## config.mk

```make
export PLATFORM = sky130hd
export DESIGN_NAME = spi_read_byte_fifo_flat
export DESIGN_NICKNAME = d
export VERILOG_FILES = /design/src/rtl/spi_read_byte_fifo_pkg.sv /design/src/rtl/spi_read_byte_fifo_if.sv /design/src/rtl/spi_read_byte_fifo_sync_fifo.sv /design/src/rtl/spi_read_byte_fifo.sv /design/src/flat_wrapper.sv
export SDC_FILE = /design/constraint.sdc
export NUM_CORES = 1
export LEC_CHECK = 0
export BUFFER_PORTS_ARGS = -buffer_cell sky130_fd_sc_hd__buf_2
export CELL_PAD_IN_SITES_DETAIL_PLACEMENT = 0
export CELL_PAD_IN_SITES_GLOBAL_PLACEMENT = 1
export CORE_MARGIN = 3
export CORE_UTILIZATION = 53
export CTS_CLUSTER_SIZE = 16
export DETAILED_ROUTE_END_ITERATION = 12
export PLACE_DENSITY = 0.75
export SLEW_MARGIN = 20
export SYNTH_ARGS = -nofsm -noshare
export SYNTH_HDL_FRONTEND = slang
export SYNTH_SLANG_ARGS = --single-unit
```

## constraint.sdc

```tcl
create_clock -name clk -period 3.4 [get_ports clk]
set_input_delay 0.34 -clock clk [delete_from_list [all_inputs] [get_ports clk]]
set_output_delay 0.34 -clock clk [all_outputs]
set_load 0.05 [all_outputs]
```

## src/rtl/spi_read_byte_fifo_pkg.sv

```systemverilog
// Shared SPI read-path types: byte width and the {last, data} entry carried
// from the read engine through the byte FIFO to the readback mux.
package spi_read_byte_fifo_pkg;

  localparam int SPI_BYTE_W = 8;

  typedef struct packed {
    logic                  last;
    logic [SPI_BYTE_W-1:0] data;
  } spi_rd_entry_t;

endpackage

```

## src/rtl/spi_read_byte_fifo_if.sv

```systemverilog
// AXI-Stream style byte stream (valid/ready/last) leaving the SPI read FIFO.
// Beat transfers when m_tvalid && m_tready; the master holds data while stalled.
interface spi_read_byte_fifo_if
  import spi_read_byte_fifo_pkg::*;
#(
  parameter int DATA_WIDTH = SPI_BYTE_W
);

  logic [DATA_WIDTH-1:0] m_tdata;
  logic                  m_tvalid;
  logic                  m_tlast;
  logic                  m_tready;

  modport master (output m_tdata, output m_tvalid, output m_tlast, input m_tready);
  modport slave  (input m_tdata, input m_tvalid, input m_tlast, output m_tready);

endinterface

```

## src/rtl/spi_read_byte_fifo_sync_fifo.sv

```systemverilog
// Generic show-ahead synchronous FIFO: head entry visible the cycle after its push.
// A push into a full FIFO is accepted only alongside a pop; flush wins over both.
module spi_sync_fifo #(
  parameter int WIDTH = 9,
  parameter int DEPTH = 16
) (
  input  logic                       clk,
  input  logic                       rstn,
  input  logic                       flush_i,
  input  logic                       push_i,
  input  logic [WIDTH-1:0]           push_dat_i,
  input  logic                       pop_i,
  output logic [WIDTH-1:0]           head_dat_o,
  output logic                       full_o,
  output logic                       empty_o,
  output logic [$clog2(DEPTH):0]     level_o
);

  localparam int AW = $clog2(DEPTH);
  localparam logic [AW:0] FULL_LVL = (AW+1)'(DEPTH);

  logic [WIDTH-1:0] mem_q [DEPTH];
  logic [AW-1:0]    wr_ptr_q, wr_ptr_d;
  logic [AW-1:0]    rd_ptr_q, rd_ptr_d;
  logic [AW:0]      level_q, level_d;
  logic             push_ok, pop_ok;

  assign full_o  = (level_q == FULL_LVL);
  assign empty_o = (level_q == '0);
  assign level_o = level_q;
  assign pop_ok  = pop_i & ~empty_o;
  assign push_ok = push_i & (~full_o | pop_ok);

  // Head reads as zero while empty so nothing stale leaks onto the bus.
  assign head_dat_o = empty_o ? '0 : mem_q[rd_ptr_q];

  always_comb begin
    wr_ptr_d = wr_ptr_q;
    rd_ptr_d = rd_ptr_q;
    level_d  = level_q;
    if (flush_i) begin
      wr_ptr_d = '0;
      rd_ptr_d = '0;
      level_d  = '0;
    end else begin
      if (push_ok) wr_ptr_d = wr_ptr_q + AW'(1);
      if (pop_ok)  rd_ptr_d = rd_ptr_q + AW'(1);
      if (push_ok && !pop_ok)      level_d = level_q + (AW+1)'(1);
      else if (!push_ok && pop_ok) level_d = level_q - (AW+1)'(1);
    end
  end

  always_ff @(posedge clk or negedge rstn) begin
    if (!rstn) begin
      wr_ptr_q <= '0;
      rd_ptr_q <= '0;
      level_q  <= '0;
    end else begin
      wr_ptr_q <= wr_ptr_d;
      rd_ptr_q <= rd_ptr_d;
      level_q  <= level_d;
    end
  end

  always_ff @(posedge clk) begin
    if (push_ok && !flush_i) mem_q[wr_ptr_q] <= push_dat_i;
  end

endmodule

```

## src/rtl/spi_read_byte_fifo.sv

```systemverilog
// Captures engine bytes on strobe rising edges, tags burst-final bytes, buffers them
// and streams them out (1 cycle strobe-to-tvalid); full FIFO drops and flags overflow.
module spi_read_byte_fifo
  import spi_read_byte_fifo_pkg::*;
#(
  parameter int DATA_WIDTH = SPI_BYTE_W,
  parameter int DEPTH      = 16
) (
  input  logic                      clk,
  input  logic                      rstn,
  input  logic [DATA_WIDTH-1:0]     byte_data_in,
  input  logic                      byte_strobe_in,
  input  logic                      burst_done_in,
  input  logic                      flush,
  spi_read_byte_fifo_if.master      m_axis,
  output logic [$clog2(DEPTH):0]    fifo_level,
  output logic                      overflow,
  output logic                      proto_err
);

  logic          strobe_q, done_q, armed_q;
  logic          overflow_q, overflow_d;
  logic          proto_err_q, proto_err_d;
  logic          wr_req, done_rise, pop, drop;
  logic          fifo_full, fifo_empty;
  spi_rd_entry_t wr_entry, head;

  // armed_q masks the first edge after reset so a strobe still held high is
  // absorbed into strobe_q instead of looking like a fresh rising edge.
  assign wr_req    = armed_q & byte_strobe_in & ~strobe_q;
  assign done_rise = armed_q & burst_done_in & ~done_q;

  assign wr_entry.last = done_rise;
  assign wr_entry.data = byte_data_in;

  assign pop  = ~fifo_empty & m_axis.m_tready;
  assign drop = wr_req & fifo_full & ~pop;

  spi_sync_fifo #(
    .WIDTH ($bits(spi_rd_entry_t)),
    .DEPTH (DEPTH)
  ) u_fifo (
    .clk        (clk),
    .rstn       (rstn),
    .flush_i    (flush),
    .push_i     (wr_req),
    .push_dat_i (wr_entry),
    .pop_i      (pop),
    .head_dat_o (head),
    .full_o     (fifo_full),
    .empty_o    (fifo_empty),
    .level_o    (fifo_level)
  );

  assign m_axis.m_tvalid = ~fifo_empty;
  assign m_axis.m_tdata  = head.data;
  assign m_axis.m_tlast  = head.last;
  assign overflow        = overflow_q;
  assign proto_err       = proto_err_q;

  always_comb begin
    overflow_d  = overflow_q | drop;
    proto_err_d = proto_err_q | (done_rise & ~wr_req);
    if (flush) begin
      overflow_d  = 1'b0;
      proto_err_d = 1'b0;
    end
  end

  always_ff @(posedge clk or negedge rstn) begin
    if (!rstn) begin
      strobe_q    <= 1'b0;
      done_q      <= 1'b0;
      armed_q     <= 1'b0;
      overflow_q  <= 1'b0;
      proto_err_q <= 1'b0;
    end else begin
      strobe_q    <= byte_strobe_in;
      done_q      <= burst_done_in;
      armed_q     <= 1'b1;
      overflow_q  <= overflow_d;
      proto_err_q <= proto_err_d;
    end
  end

endmodule

```

## src/flat_wrapper.sv

```systemverilog
// flat-port wrapper written by rule: the top's interface ports become plain ports
module spi_read_byte_fifo_flat import spi_read_byte_fifo_pkg::*;
#(
  parameter int DATA_WIDTH = SPI_BYTE_W,
  parameter int DEPTH      = 16
)
  (clk, rstn, byte_data_in, byte_strobe_in, burst_done_in, flush, fifo_level, overflow, proto_err, m_axis_m_tdata, m_axis_m_tvalid, m_axis_m_tlast, m_axis_m_tready);
  spi_read_byte_fifo_if #(.DATA_WIDTH(DATA_WIDTH)) m_axis_i ();
  input  logic clk;
  input  logic rstn;
  input  logic [DATA_WIDTH-1:0] byte_data_in;
  input  logic byte_strobe_in;
  input  logic burst_done_in;
  input  logic flush;
  output logic [$clog2(DEPTH):0] fifo_level;
  output logic overflow;
  output logic proto_err;
  output wire logic [$bits(m_axis_i.m_tdata)-1:0] m_axis_m_tdata;
  output wire logic [$bits(m_axis_i.m_tvalid)-1:0] m_axis_m_tvalid;
  output wire logic [$bits(m_axis_i.m_tlast)-1:0] m_axis_m_tlast;
  input wire logic [$bits(m_axis_i.m_tready)-1:0] m_axis_m_tready;
  assign m_axis_m_tdata = m_axis_i.m_tdata;
  assign m_axis_m_tvalid = m_axis_i.m_tvalid;
  assign m_axis_m_tlast = m_axis_i.m_tlast;
  assign m_axis_i.m_tready = m_axis_m_tready;
  spi_read_byte_fifo #(.DATA_WIDTH(DATA_WIDTH), .DEPTH(DEPTH)) u_core (.clk(clk), .rstn(rstn), .byte_data_in(byte_data_in), .byte_strobe_in(byte_strobe_in), .burst_done_in(burst_done_in), .flush(flush), .m_axis(m_axis_i), .fifo_level(fifo_level), .overflow(overflow), .proto_err(proto_err));
endmodule
```

==> impl_metrics.tcl <==
set metrics [dict create \
    cts-root-buf "clkbuf_16" \
    yosys.area.top_type "edfxtp_1" \
    arrival_ns 2.53 \
    routed_wl_mm 12.52 \
    final_max_slew_viol_count 0 \
    worstSetupPathType "reg -> out" \
    synth_common_cells "edfxtp_1, mux4_2, nor2_1" \
    synth-async-reset-ratio_pct 11.11 \
    viasPerCell 5.710 \
    cts_setup_buffers 0 \
    multi_input_area_um2 1775 \
    drt_iter0_markers 337 \
    slew_headroom_pct 33.30 \
    status "finished clean" \
    regArea_um2 4776 \
    cpPeakStageDelay_ns 0.63 \
    floorplan.initialDensity_pct 54.79 \
    slowest_stage "dfrtp_2" \
    period_needed_ns 2.871 \
    ys_seq_elements 162 \
    drive_gt1_share_pct 28.16 \
    fmax_mhz 348.3 \
    crit_fanout 28 \
    worst_slew_pin_slew_ns 0.9968 \
    max_cap_viol_count 0 \
    synth_edf_count 144 \
    synth_cell_types 42 \
    leakagePower_nw 2.566 \
    peakVddDrop_mv 0.5502 \
    power.density_nw_per_um2 751.2 \
    grt_overflow 0 \
    cts_htree_levels 4 \
    hold_viol 0 \
    synth_area_leaders "edfxtp_1, mux4_2, dfrtp_1" \
    syn_area_per_cell_um2 19.07 \
    grt_pass1_vias 3374 \
    num_rows 40 \
    worstPathRequired_ns 3.06 \
    coreArea_um2 12110 \
    critPathLaunchType "flip-flop" \
    grt_pass1_wl_mm 19.73 \
    layout.nets 425 \
    antenna_cells 0 \
    gp_congestion 0.8514 \
    hpwl_mm 7.816 \
    cts_tree "done" \
    vias 3312 \
    die_y_um 117.9 \
    io_buffers 30 \
    netlist_area_um2 6636 \
    setup_slack_ns 0.5289 \
    grt_max_degree 31 \
    synth.most_common_cell "edfxtp_1" \
    ys_seq_area_share_pct 71.95 \
    hold_path.class "in -> reg" \
    numCtsBuffers 17 \
    endpoint_kind "output pin" \
    crit_chain "buf_12, mux4_2, mux2i_1, o22ai_1, buf_2" \
    timing.final.crit_share_pct 84.44 \
    fillers 885 \
    antenna_found_initial 0 \
    die_area_um2 13900 \
    dp_slack_ns 0.5897 \
    yosys.area.top_type_share_pct 65.16 \
    track_usage_pct 19.45 \
    cp_num_buf_inv 2 \
    ios 31 \
    drtPass1Iterations 4 \
    setup_viol 0 \
    rsz0062_at_grt "no" \
    cts.sinks 162 \
    synthCells 348 \
    wl_per_cell_um 21.58 \
    synth_warnings 0 \
    clkSlewWorstSetupHoldPaths_ns 0.06 \
    area_growth_pct 15.27 \
    critPathTopFamily "multiplexers" \
    synth_flop_cell "edfxtp_1" \
    setup_tns_ns 0 \
    post-route-drc-count 0 \
    clk_latency_ns 0.42 \
    die_x_um 117.9 \
    max-clock-path-buffers 2 \
    synth_nets 372 \
    ant_nets 0 \
    finalClockSkew_ns 0.006810 \
]
==> registers in the layout (all words and copies together) (netlist names) <==
signal                  count
u_core.armed_q              1
u_core.done_q               1
u_core.overflow             1
u_core.proto_err            1
u_core.strobe_q             1
u_core.u_fifo.level_o       5
u_core.u_fifo.mem_q       144
u_core.u_fifo.rd_ptr_q      4
u_core.u_fifo.wr_ptr_q      4
==> layout make-up <==
type                       instances  area share [%]
sequential                       162           62.43
timing repair buffer              48           4.089
tap                              168           2.748
clock inverter                     8           1.472
multi-input combinational        167           23.21
inverter                           5          0.2453
clock buffer                      22           5.806
==> cell families (layout without fill, tap and decap cells) <==
group | count (synthesis) | after routing | synth area share, %
DFF | 162 | 162 | 71.95
and+or+nand+nor | 64 | 64 | 4.582
muxes | 60 | 60 | 15.93
AOI/OAI and AO/OA | 26 | 26 | 3.356
buffers and inverters | 19 | 83 | 1.339
adders and majority gates | 10 | 10 | 1.999
xor gates and xnor gates | 6 | 6 | 0.7918
other | 1 | 1 | 0.05651
==> final timing paths <==
| check | from | endpoint | slack, ns | cells past startpoint |
|---|---|---|---|---|
| worst max-delay path | u_core.u_fifo.rd_ptr_q[0]$_DFFE_PN0P_ | m_axis_m_tdata[7] | 0.53 | 5 |
| worst min-delay path | burst_done_in | u_core.done_q$_DFF_PN0_ | 0.05 | 1 |
| worst max register to register | u_core.u_fifo.level_o[3]$_DFFE_PN0P_ | u_core.u_fifo.level_o[4]$_DFFE_PN0P_ | 0.55 | 8 |
| worst min register to register | u_core.proto_err$_DFF_PN0_ | u_core.proto_err$_DFF_PN0_ | 0.50 | 2 |
| max in group asynchronous | rstn | u_core.u_fifo.rd_ptr_q[0]$_DFFE_PN0P_ | 2.68 | 2 |
| min in group asynchronous | rstn | u_core.u_fifo.level_o[3]$_DFFE_PN0P_ | 0.40 | 2 |
==> report_power, final <==
part / leakage [nW] / switching [mW] / internal, mW
sequential: 1.54 / 0.119 / 2.21
combinational: 0.757 / 1.00 / 0.595
clock: 0.273 / 0.685 / 1.14
total: 2.57 / 1.81 / 3.94
==> worst register-to-register path, stage by stage (launching register included) <==
cell     delay, ns
dfrtp_1       0.45
or4_4         0.62
o21ai_4       0.22
nand2_1       0.19
ha_1          0.38
a21oi_1       0.19
nand2_1       0.10
or4_1         0.41
a31oi_1       0.20
==> what timing repair did <==
action,in CTS,in global routing
hold endpoints to repair,18,0
hold buffers,1,0
gates resized for setup,0,0
==> through the flow <==
stage | hold WS (ns) | util [%] | instance area [µm²] | power, mW | instances
6_report | 0.04936 | 63.16 | 7650 | 5.747 | 580
5_1_grt | 0.03386 | 63.16 | 7650 | 5.994 | 580
4_1_cts | 0.03497 | 63.14 | 7647 | 5.796 | 580
3_5_place_dp | 0.2988 | 58.46 | 7081 | 3.985 | 549
3_3_place_gp | 0.2979 | 58.46 | 7081 | 3.963 | 549
2_1_floorplan | 0.04441 | - | 6636 | 3.617 | 348
==> cells in the final DEF, fill, tap and decap left out, drive strengths merged, types with 5 or more instances in the layout <==
master	n
clkinv	5
inv	5
clkbuf	22
ha	9
edfxtp	144
nor2	29
mux4	36
a21oi	5
dfrtp	18
nand2	17
o22ai	9
mux2i	22
buf	47
==> per-layer routing <==
| metal | global-route usage, % | routed length, µm | vias to the layer above |
|---|---|---|---|
| met2 | 30.72 | 6248 | 85 |
| met4 | 5.495 | 105 | 0 |
| met3 | 6.055 | 660 | 10 |
| met1 | 26.52 | 5505 | 1725 |
| met5 | 0 | 0 | - |
| li1 | - | - | 1492 |
Note: power is estimated with default switching activity, not from simulation.
